`src/rtl/axi_bw_pkg.sv`:
```
// Shared constants and state encoding for the AXI burst write engine.
package axi_bw_pkg;

  localparam logic [1:0]  AXI_BURST_INCR = 2'b01;
  localparam logic [1:0]  AXI_RESP_OKAY  = 2'b00;
  localparam int unsigned AXI_4KB        = 4096;

  typedef enum logic [2:0] {
    IDLE,
    ADDR,
    DATA,
    RESP,
    DONE
  } state_e;

endpackage

```
`src/rtl/axi_bw_prefetch_fifo.sv`:
```
// Two-entry FIFO holding buffer words between the read port and the W channel.
module axi_bw_prefetch_fifo #(
  parameter int Width = 32
) (
  input  logic             clk,
  input  logic             reset,
  input  logic             push_i,
  input  logic [Width-1:0] push_data_i,
  input  logic             pop_i,
  output logic [Width-1:0] head_o,
  output logic             empty_o,
  output logic [1:0]       count_o
);

  logic [Width-1:0] mem_q [2];
  logic             wr_ptr_q;
  logic             rd_ptr_q;
  logic [1:0]       count_q;

  // Storage needs no reset; only pointers and occupancy are cleared.
  always_ff @(posedge clk) begin
    if (push_i) begin
      mem_q[wr_ptr_q] <= push_data_i;
    end
  end

  always_ff @(posedge clk or posedge reset) begin
    if (reset) begin
      wr_ptr_q <= 1'b0;
      rd_ptr_q <= 1'b0;
      count_q  <= 2'd0;
    end else begin
      wr_ptr_q <= wr_ptr_q ^ push_i;
      rd_ptr_q <= rd_ptr_q ^ pop_i;
      count_q  <= count_q + {1'b0, push_i} - {1'b0, pop_i};
    end
  end

  assign head_o  = mem_q[rd_ptr_q];
  assign empty_o = (count_q == 2'd0);
  assign count_o = count_q;

endmodule

```
`src/rtl/axi_burst_write_engine.sv`:
```
// Copies a block of buffer words to AXI4 memory as INCR bursts, split at the
// maximum burst length and at 4 KB boundaries, one burst in flight at a time.
module axi_burst_write_engine
  import axi_bw_pkg::*;
#(
  parameter int BufferDataWidth = 32,
  parameter int BufferAddrWidth = 8,
  parameter int AXIAddrWidth    = 32,
  parameter int AXIDataWidth    = 32,
  parameter int AXIMaxBurstLen  = 16,
  parameter int AXIIDWidth      = 1
) (
  input  logic                       clk,
  input  logic                       reset,
  input  logic                       start_valid,
  output logic                       start_ready,
  output logic                       done_valid,
  input  logic                       done_ready,
  input  logic [BufferAddrWidth-1:0] data_ptr,
  input  logic [BufferAddrWidth-1:0] data_size,
  input  logic [AXIAddrWidth-1:0]    axi_offset,
  output logic [BufferAddrWidth-1:0] buffer_addr,
  input  logic [BufferDataWidth-1:0] buffer_data,
  output logic                       buffer_ce,
  output logic                       buffer_we,
  output logic [AXIAddrWidth-1:0]    awaddr,
  output logic [AXIIDWidth-1:0]      awid,
  output logic [7:0]                 awlen,
  output logic [2:0]                 awsize,
  output logic [1:0]                 awburst,
  output logic                       awvalid,
  input  logic                       awready,
  output logic [AXIDataWidth-1:0]    wdata,
  output logic [AXIDataWidth/8-1:0]  wstrb,
  output logic [AXIIDWidth-1:0]      wid,
  output logic                       wlast,
  output logic                       wvalid,
  input  logic                       wready,
  input  logic [AXIIDWidth-1:0]      bid,
  input  logic [1:0]                 bresp,
  input  logic                       bvalid,
  output logic                       bready
);

  localparam int BYTES     = AXIDataWidth / 8;
  localparam int SIZE_LOG2 = $clog2(BYTES);
  localparam int CW        = ((BufferAddrWidth > 13) ? BufferAddrWidth : 13) + 1;

  state_e                     state_q, state_d;
  logic [AXIAddrWidth-1:0]    addr_q, addr_d;
  logic [BufferAddrWidth-1:0] ptr_q, ptr_d;
  logic [BufferAddrWidth-1:0] remaining_q, remaining_d;
  logic [8:0]                 rd_cnt_q, rd_cnt_d;
  logic [8:0]                 wr_cnt_q, wr_cnt_d;
  logic                       inflight_q, inflight_d;

  logic [CW-1:0]              rem_ext, max_ext, bnd_ext, beats_w;
  logic [8:0]                 beats9;
  logic [BufferDataWidth-1:0] fifo_head;
  logic                       fifo_empty;
  logic [1:0]                 fifo_count;
  logic                       pop_w;
  logic [2:0]                 occ_w;
  logic                       last_beat;
  logic                       unused_bresp;

  assign unused_bresp = ^{bid, bresp, AXI_RESP_OKAY};

  // Beats in the current burst: limited by what is left, the burst cap, and
  // the distance to the next 4 KB page.
  assign rem_ext = CW'(remaining_q);
  assign max_ext = CW'(AXIMaxBurstLen);
  assign bnd_ext = CW'((13'(AXI_4KB) - {1'b0, addr_q[11:0]}) >> SIZE_LOG2);

  always_comb begin
    beats_w = rem_ext;
    if (max_ext < beats_w) beats_w = max_ext;
    if (bnd_ext < beats_w) beats_w = bnd_ext;
  end

  assign beats9    = beats_w[8:0];
  assign last_beat = (wr_cnt_q == beats9 - 9'd1);
  assign pop_w     = (state_q == DATA) && !fifo_empty && wready;
  // Words held or already requested, after this cycle's W handshake.
  assign occ_w     = {1'b0, fifo_count} + {2'b00, inflight_q} - {2'b00, pop_w};

  assign awaddr      = addr_q;
  assign awid        = '0;
  assign awlen       = 8'(beats_w - CW'(1));
  assign awsize      = 3'(SIZE_LOG2);
  assign awburst     = AXI_BURST_INCR;
  assign wdata       = fifo_head;
  assign wstrb       = '1;
  assign wid         = '0;
  assign wlast       = (state_q == DATA) && !fifo_empty && last_beat;
  assign buffer_we   = 1'b0;
  assign buffer_addr = ptr_q + BufferAddrWidth'(rd_cnt_q);

  axi_bw_prefetch_fifo #(
    .Width(BufferDataWidth)
  ) u_fifo (
    .clk        (clk),
    .reset      (reset),
    .push_i     (inflight_q),
    .push_data_i(buffer_data),
    .pop_i      (pop_w),
    .head_o     (fifo_head),
    .empty_o    (fifo_empty),
    .count_o    (fifo_count)
  );

  always_ff @(posedge clk or posedge reset) begin
    if (reset) begin
      state_q     <= IDLE;
      addr_q      <= '0;
      ptr_q       <= '0;
      remaining_q <= '0;
      rd_cnt_q    <= '0;
      wr_cnt_q    <= '0;
      inflight_q  <= 1'b0;
    end else begin
      state_q     <= state_d;
      addr_q      <= addr_d;
      ptr_q       <= ptr_d;
      remaining_q <= remaining_d;
      rd_cnt_q    <= rd_cnt_d;
      wr_cnt_q    <= wr_cnt_d;
      inflight_q  <= inflight_d;
    end
  end

  always_comb begin
    state_d     = state_q;
    addr_d      = addr_q;
    ptr_d       = ptr_q;
    remaining_d = remaining_q;
    rd_cnt_d    = rd_cnt_q;
    wr_cnt_d    = wr_cnt_q;
    inflight_d  = 1'b0;
    start_ready = 1'b0;
    done_valid  = 1'b0;
    awvalid     = 1'b0;
    wvalid      = 1'b0;
    bready      = 1'b0;
    buffer_ce   = 1'b0;
    case (state_q)
      IDLE: begin
        start_ready = 1'b1;
        if (start_valid) begin
          ptr_d       = data_ptr;
          remaining_d = data_size;
          addr_d      = axi_offset;
          state_d     = (data_size == '0) ? DONE : ADDR;
        end
      end
      ADDR: begin
        awvalid = 1'b1;
        if (awready) begin
          rd_cnt_d = '0;
          wr_cnt_d = '0;
          state_d  = DATA;
        end
      end
      DATA: begin
        wvalid    = !fifo_empty;
        buffer_ce = (rd_cnt_q != beats9) && (occ_w < 3'd2);
        if (buffer_ce) begin
          rd_cnt_d   = rd_cnt_q + 9'd1;
          inflight_d = 1'b1;
        end
        if (pop_w) begin
          wr_cnt_d = wr_cnt_q + 9'd1;
          if (last_beat) state_d = RESP;
        end
      end
      RESP: begin
        bready = 1'b1;
        if (bvalid) begin
          addr_d      = addr_q + (AXIAddrWidth'(beats_w) << SIZE_LOG2);
          ptr_d       = ptr_q + BufferAddrWidth'(beats_w);
          remaining_d = remaining_q - BufferAddrWidth'(beats_w);
          state_d     = (remaining_q == BufferAddrWidth'(beats_w)) ? DONE : ADDR;
        end
      end
      DONE: begin
        done_valid = 1'b1;
        if (done_ready) state_d = IDLE;
      end
      default: state_d = IDLE;
    endcase
  end

endmodule

```
`config.mk`:
```
export PLATFORM = sky130hd
export DESIGN_NAME = axi_burst_write_engine
export DESIGN_NICKNAME = d
export VERILOG_FILES = /design/src/rtl/axi_bw_pkg.sv /design/src/rtl/axi_bw_prefetch_fifo.sv /design/src/rtl/axi_burst_write_engine.sv
export SDC_FILE = /design/constraint.sdc
export NUM_CORES = 1
export LEC_CHECK = 0
export CORE_MARGIN = 5
export CORE_UTILIZATION = 47
export CTS_CLUSTER_SIZE = 20
export DETAILED_ROUTE_END_ITERATION = 8
export PLACE_DENSITY = 0.85
export SETUP_SLACK_MARGIN = 0.05
export SYNTH_ARGS = -nofsm -noshare
export SYNTH_HDL_FRONTEND = slang
export SYNTH_SLANG_ARGS = --single-unit
```
`constraint.sdc`:
```
create_clock -name clk -period 6.2 [get_ports clk]
set_input_delay 0.62 -clock clk [delete_from_list [all_inputs] [get_ports clk]]
set_output_delay 0.62 -clock clk [all_outputs]
set_load 0.03 [all_outputs]
```
==> Word level (Yosys, flattened, before mapping) <==
Memory sizes are Yosys's and may differ from the RTL's.
Cells that the tools add are included.
{ "classes": {"mux": 35, "n_addsub": 13, "eq_ne": 14, "n_lt_le_gt_ge": 3, "reduce_logical": 14, "bitwise_logic": 2} }
{ "op_table": {"columns": ["cell", "count"], "rows": [
  ["$mux W32", 2],
  ["$pmux W32 S2", 1],
  ["$mux W8", 5],
  ["$pmux W9 S2", 2],
  ["$add A32 B14 Y32", 1],
  ["$pmux W8 S2", 2],
  ["$mux W9", 3],
  ["$mux W3", 8],
  ["$add A9 B1 Y9 const B", 2],
  ["$add A8 B8 Y8", 2],
  ["$pmux W3 S5", 1],
  ["$sub A13 B12 Y14 const A", 1],
  ["$lt A12 B8 Y1", 1],
  ["$mux W12", 1],
  ["$ne A2 B2 Y1 const B", 6],
  ["$mux W1", 10],
  ["$eq A9 B9 Y1", 1],
  ["$ne A9 B9 Y1", 1],
  ["$reduce_and A3 Y1", 3],
  ["$sub A9 B1 Y9 const B", 1],
  ["$eq A8 B8 Y1", 1],
  ["$logic_not A8 Y1", 1],
  ["$lt A5 B8 Y1 const A", 1],
  ["$sub A8 B1 Y8 const B", 1],
  ["17 further kinds", 23]
]} }
{ "totals": {"output_inout_bits": 99, "elab_cells": 92, "regBits": 74, "memories": 1, "ramBits": 64} }
{ "mem_list": {"columns": ["memory", "words", "word_bits", "rd", "rd_ports_with_merged_regs", "wr", "line", "text"], "rows": [
  ["u_fifo.mem_q", 2, 32, 1, 0, 1, "axi_bw_prefetch_fifo.sv:15", "logic [Width-1:0] mem_q [2];"]
]} }

==> Logic depth before layout (Yosys ltp) <==
{ "logic_depth": {"depth_word": 9, "mapped_depth": 25, "ltp_nobuf": 22} }

==> Hierarchy <==
Synthesis repeated with hierarchy kept, for this count alone.
{ "unflattened": {"hier_cells": 892, "area_unflattened_um2": 9011.1} }
{ "modules_own_cells": {"columns": ["module", "instances", "cells_each", "area_each_um2"], "rows": [
  ["axi_burst_write_engine", 1, 776, 6343.6],
  ["axi_bw_prefetch_fifo", 1, 116, 2667.6]
]} }

==> Worst setup path after synthesis <==
OpenSTA, ideal clock, no wires.
{ "synth_timing": {"path_kind": "register to output", "from": "register addr_q[3], in the netlist awaddr[3]", "to": "output port wlast", "stages_incl_launch_ff": 24, "path_slack_ns": -0.511, "required_ns": 5.580, "arrival_ns": 6.091, "cell_sequence": "dfrtp_1 > or4_1 > clkbuf_1 > xnor2_1 > inv_1 > ha_1 > nand3_1 > a21oi_1 > or2_2 > buf_1 > nor3_1 > clkbuf_1 > o21ai_0 > inv_1 > ha_1 > clkbuf_1 > inv_1 > a21oi_1 > xnor2_1 > mux2i_1 > xor2_1 > a2111oi_0 > nand4_1 > nor2_1"} }
{ "synth_via": {"elab_chain_cells": 6} }
{ "synth_lines": {"columns": ["item", "line", "text"], "rows": [
  ["start, declared", "axi_burst_write_engine.sv:50", "logic [AXIAddrWidth-1:0] addr_q, addr_d;"],
  ["start signal, assigned", "axi_burst_write_engine.sv:123", "addr_q <= addr_d;"],
  ["$sub A13 B12 Y14 (*)", "axi_burst_write_engine.sv:73", "assign bnd_ext = CW'((13'(AXI_4KB) - {1'b0, addr_q[11:0]}) >> SIZE_LOG2);"],
  ["$lt A12 B8 Y1", "axi_burst_write_engine.sv:78", "if (bnd_ext < beats_w) beats_w = bnd_ext;"],
  ["$mux W12 (*)", "axi_burst_write_engine.sv:78", null],
  ["$sub A9 B1 Y9 (*)", "axi_burst_write_engine.sv:82", "assign last_beat = (wr_cnt_q == beats9 - 9'd1);"],
  ["$eq A9 B9 Y1 (*)", "axi_burst_write_engine.sv:82", null],
  ["$logic_and A1 B1 Y1 (*)", "axi_burst_write_engine.sv:95", "assign wlast = (state_q == DATA) && !fifo_empty && last_beat;"],
  ["end, declared", "axi_burst_write_engine.sv:36", "output logic wlast,"]
]} }
Mark *: on every way between the ends. The rest lies on a longest branch, timed or not.

==> Worst setup path after layout <==
{ "layout_timing": {"from": "register addr_q[1], in the netlist awaddr[1]", "to": "output port wlast"} }
The elaborated chain is that of the path after synthesis.

==> results.ini <==
[setup_path]
worstPathMaxFanout=9
regToRegSetupSlack_ps=690
required_ps=5580
startpoint_type=flip-flop
critPathKind=flip-flop to output port
crit_arrival_ps=5290
endpoint_kind=output port

[synth]
synth_edf_count=64
syn_avg_cell_area_um2=9.42
synth.distinct_cells=78
yosys_warnings=0
synthFlopType=dfrtp_1
seq_area_frac_synth=0.421
ys_seq_elements=138
synth_area_um2=8970
syn_inst=952
async_flop_share=0.536

[layout]
final_cell_mix=168 x clkdlybuf4s50_1, 100 x nand2_1, 74 x dfrtp_1
drive_gt1_frac=0.132
n_antenna_cell=0
instances_no_fill=1382
final_common_cell=clkdlybuf4s50_1
nNetsFinal=1271
area_growth_pct=31.4

[global_route]
grt_pass1_vias=7929
grt.met2_usage=0.387
grt_start_max_net_pins=75
met1_usage=0.313
antenna_found_initial=0
grt_pass1_wl_um=41600
grt_util_met3=0.0451
grt_overflow_total=0
busiest_layer=met2
grt_use_total=0.236

[power_and_ir_drop]
power.internal_mw=3.62
power_density_nw_per_um2=593
p_leak_nw=4.76
seqPwrFrac=0.218
netSwitchingPower_mw=3.37
clock_power_share=0.146
swShare=0.482
p_comb_frac=0.636
ir_drop_uv=307

[clock_tree]
cts_buffer_depth=2
cts_tree=done
ctsHoldBuffers=0
clk_pin_slew_worst_paths_ps=70
clock-sinks=138
htree_levels=4
cts-root-buf=clkbuf_16
clock_latency_ps=420
cts_inserted_buffers=17

[timing]
post-route-period-util=0.953
skew_ps=12.0
finalSetupViolCount=0
hold_viol=0
slew_headroom=0.313
period_minus_slack_ps=5910
tightestPinTransition_ps=1030
slew_violations=0
max_freq_mhz=169
hold-worst-slack_ps=539
tns_ps=0

[floorplan]
die_area_um2=21900
start_util=0.478
rows=50
ios=189
core_um2=18800
die_w_um=148
die_h_um=148

[routing]
drt-vias-per-instance=5.85
vias=8091
routed_wl_um=26300
firstDrtPassIters=5
drtAntennaViolNets=0
drtIter0Drc=611
route.detailed.drc=0
wl_per_cell_um=19.0

[placement]
portBuffers=173
dp_hpwl_um=19500
gp_congestion=0.923
dp.cells=1349

[worst_hold_path]
hp-class=flip-flop to flip-flop

[flow_run]
drv_cap=0

[status]
status=finished, final reports clean

-- cell type report --
type / instances / area (um^2)
clock buffer: 17 / 425
clock inverter: 15 / 179
fill: 1555 / 6980
inverter: 55 / 206
multi-input combinational: 713 / 4870
sequential: 138 / 3770
tap: 234 / 293
timing repair buffer: 210 / 2050
-- cells in the mapped netlist (14+ instances only) --
master	instances	share of area
nand2_1	100	0.042
dfrtp_1	74	0.21
a21oi_1	73	0.041
nor2_1	66	0.028
edfxtp_1	64	0.21
inv_1	53	0.022
o21ai_0	43	0.024
ha_1	41	0.057
clkbuf_1	38	0.016
xnor2_1	36	0.035
mux2_2	35	0.044
nand3_1	33	0.018
nand4_1	18	0.013
a31oi_1	17	0.012
and3_1	17	0.012
nor3_1	17	0.0095
a21o_1	14	0.012
xor2_1	14	0.014
-- sequential cells by signal, summed over array words and instances (netlist names) --
signal	count
awaddr	32
u_fifo.wr_ptr_q	1
u_fifo.rd_ptr_q	1
u_fifo.count_o	2
ptr_q	8
wr_cnt_q	9
remaining_q	8
inflight_q	1
rd_cnt_q	9
u_fifo.mem_q	64
state_q	3
-- power groups by stage --
stage	clock (mW)	sequential (mW)	combinational [mW]
2_1_floorplan	0	1.64	2.74
3_3_place_gp	0	1.51	4.29
3_5_place_dp	0	1.53	4.37
4_1_cts	1.03	1.51	4.39
5_1_grt	1.07	1.56	4.82
6_report	1.02	1.52	4.45
-- cell families (layout without fill, tap and decap cells) --
logic type | count (synthesis) | in the layout | share of synthesized area
fa+ha+maj | 49 | 49 | 0.0717
compound gates | 244 | 244 | 0.182
buf+inv | 115 | 297 | 0.0547
flops | 138 | 138 | 0.421
other cells | 2 | 16 | 0.000837
simple gates | 308 | 308 | 0.165
mux | 46 | 46 | 0.0562
xor+xnor | 50 | 50 | 0.0488
-- worst max-delay path: stages, from the launching register on --
cell,delay (ps)
dfrtp_1,390
or4_4,600
buf_4,200
nor3_2,210
nor2_2,100
ha_1,350
a21oi_1,210
a21oi_2,90
or2_2,330
nor3_4,200
nand2_1,60
o21ai_0,130
inv_2,140
ha_1,240
buf_4,180
nand3_1,70
inv_1,60
a21oi_1,210
mux2i_4,150
xor2_1,180
a2111oi_1,270
nand4_1,220
nor2_4,150
buf_12,130
-- stage by stage --
| step | util | total power, mW | setup WS [ps] | area [um^2] |
|---|---|---|---|---|
| 6_report | 0.628 | 6.99 | 289 | 11800 |
| 5_1_grt | 0.628 | 7.45 | -5.65 | 11800 |
| 4_1_cts | 0.625 | 6.94 | 92.9 | 11700 |
| 3_5_place_dp | 0.592 | 5.90 | 466 | 11100 |
| 3_3_place_gp | 0.592 | 5.80 | 426 | 11100 |
| 2_1_floorplan | - | 4.38 | 113 | 9050 |
-- what timing repair did --
action	in CTS	in global routing
resized for setup	3	16
buffers inserted	0	1
pin swaps	0	5
endpoints found under the setup margin	1	1
-- path summary, 6_finish.rpt --
path / startpoint / end / cells after the start
setup / recovery: awaddr[1] / wlast / 23
hold reg to reg: remaining_q[6] / remaining_q[6] / 2
setup reg to reg: awaddr[1] / awaddr[28] / 22
max in group asynchronous: reset / state_q[2] / 3
min in group asynchronous: reset / ptr_q[2] / 3
hold / removal: remaining_q[6] / remaining_q[6] / 2
-- metal layers --
| layer | wire, um | share of wire |
|---|---|---|
| met3 | 2160 | 0.082 |
| met1 | 10900 | 0.42 |
| met5 | 0 | 0 |
| met2 | 12500 | 0.48 |
| met4 | 707 | 0.027 |
Power figures use the tool's default switching activity.
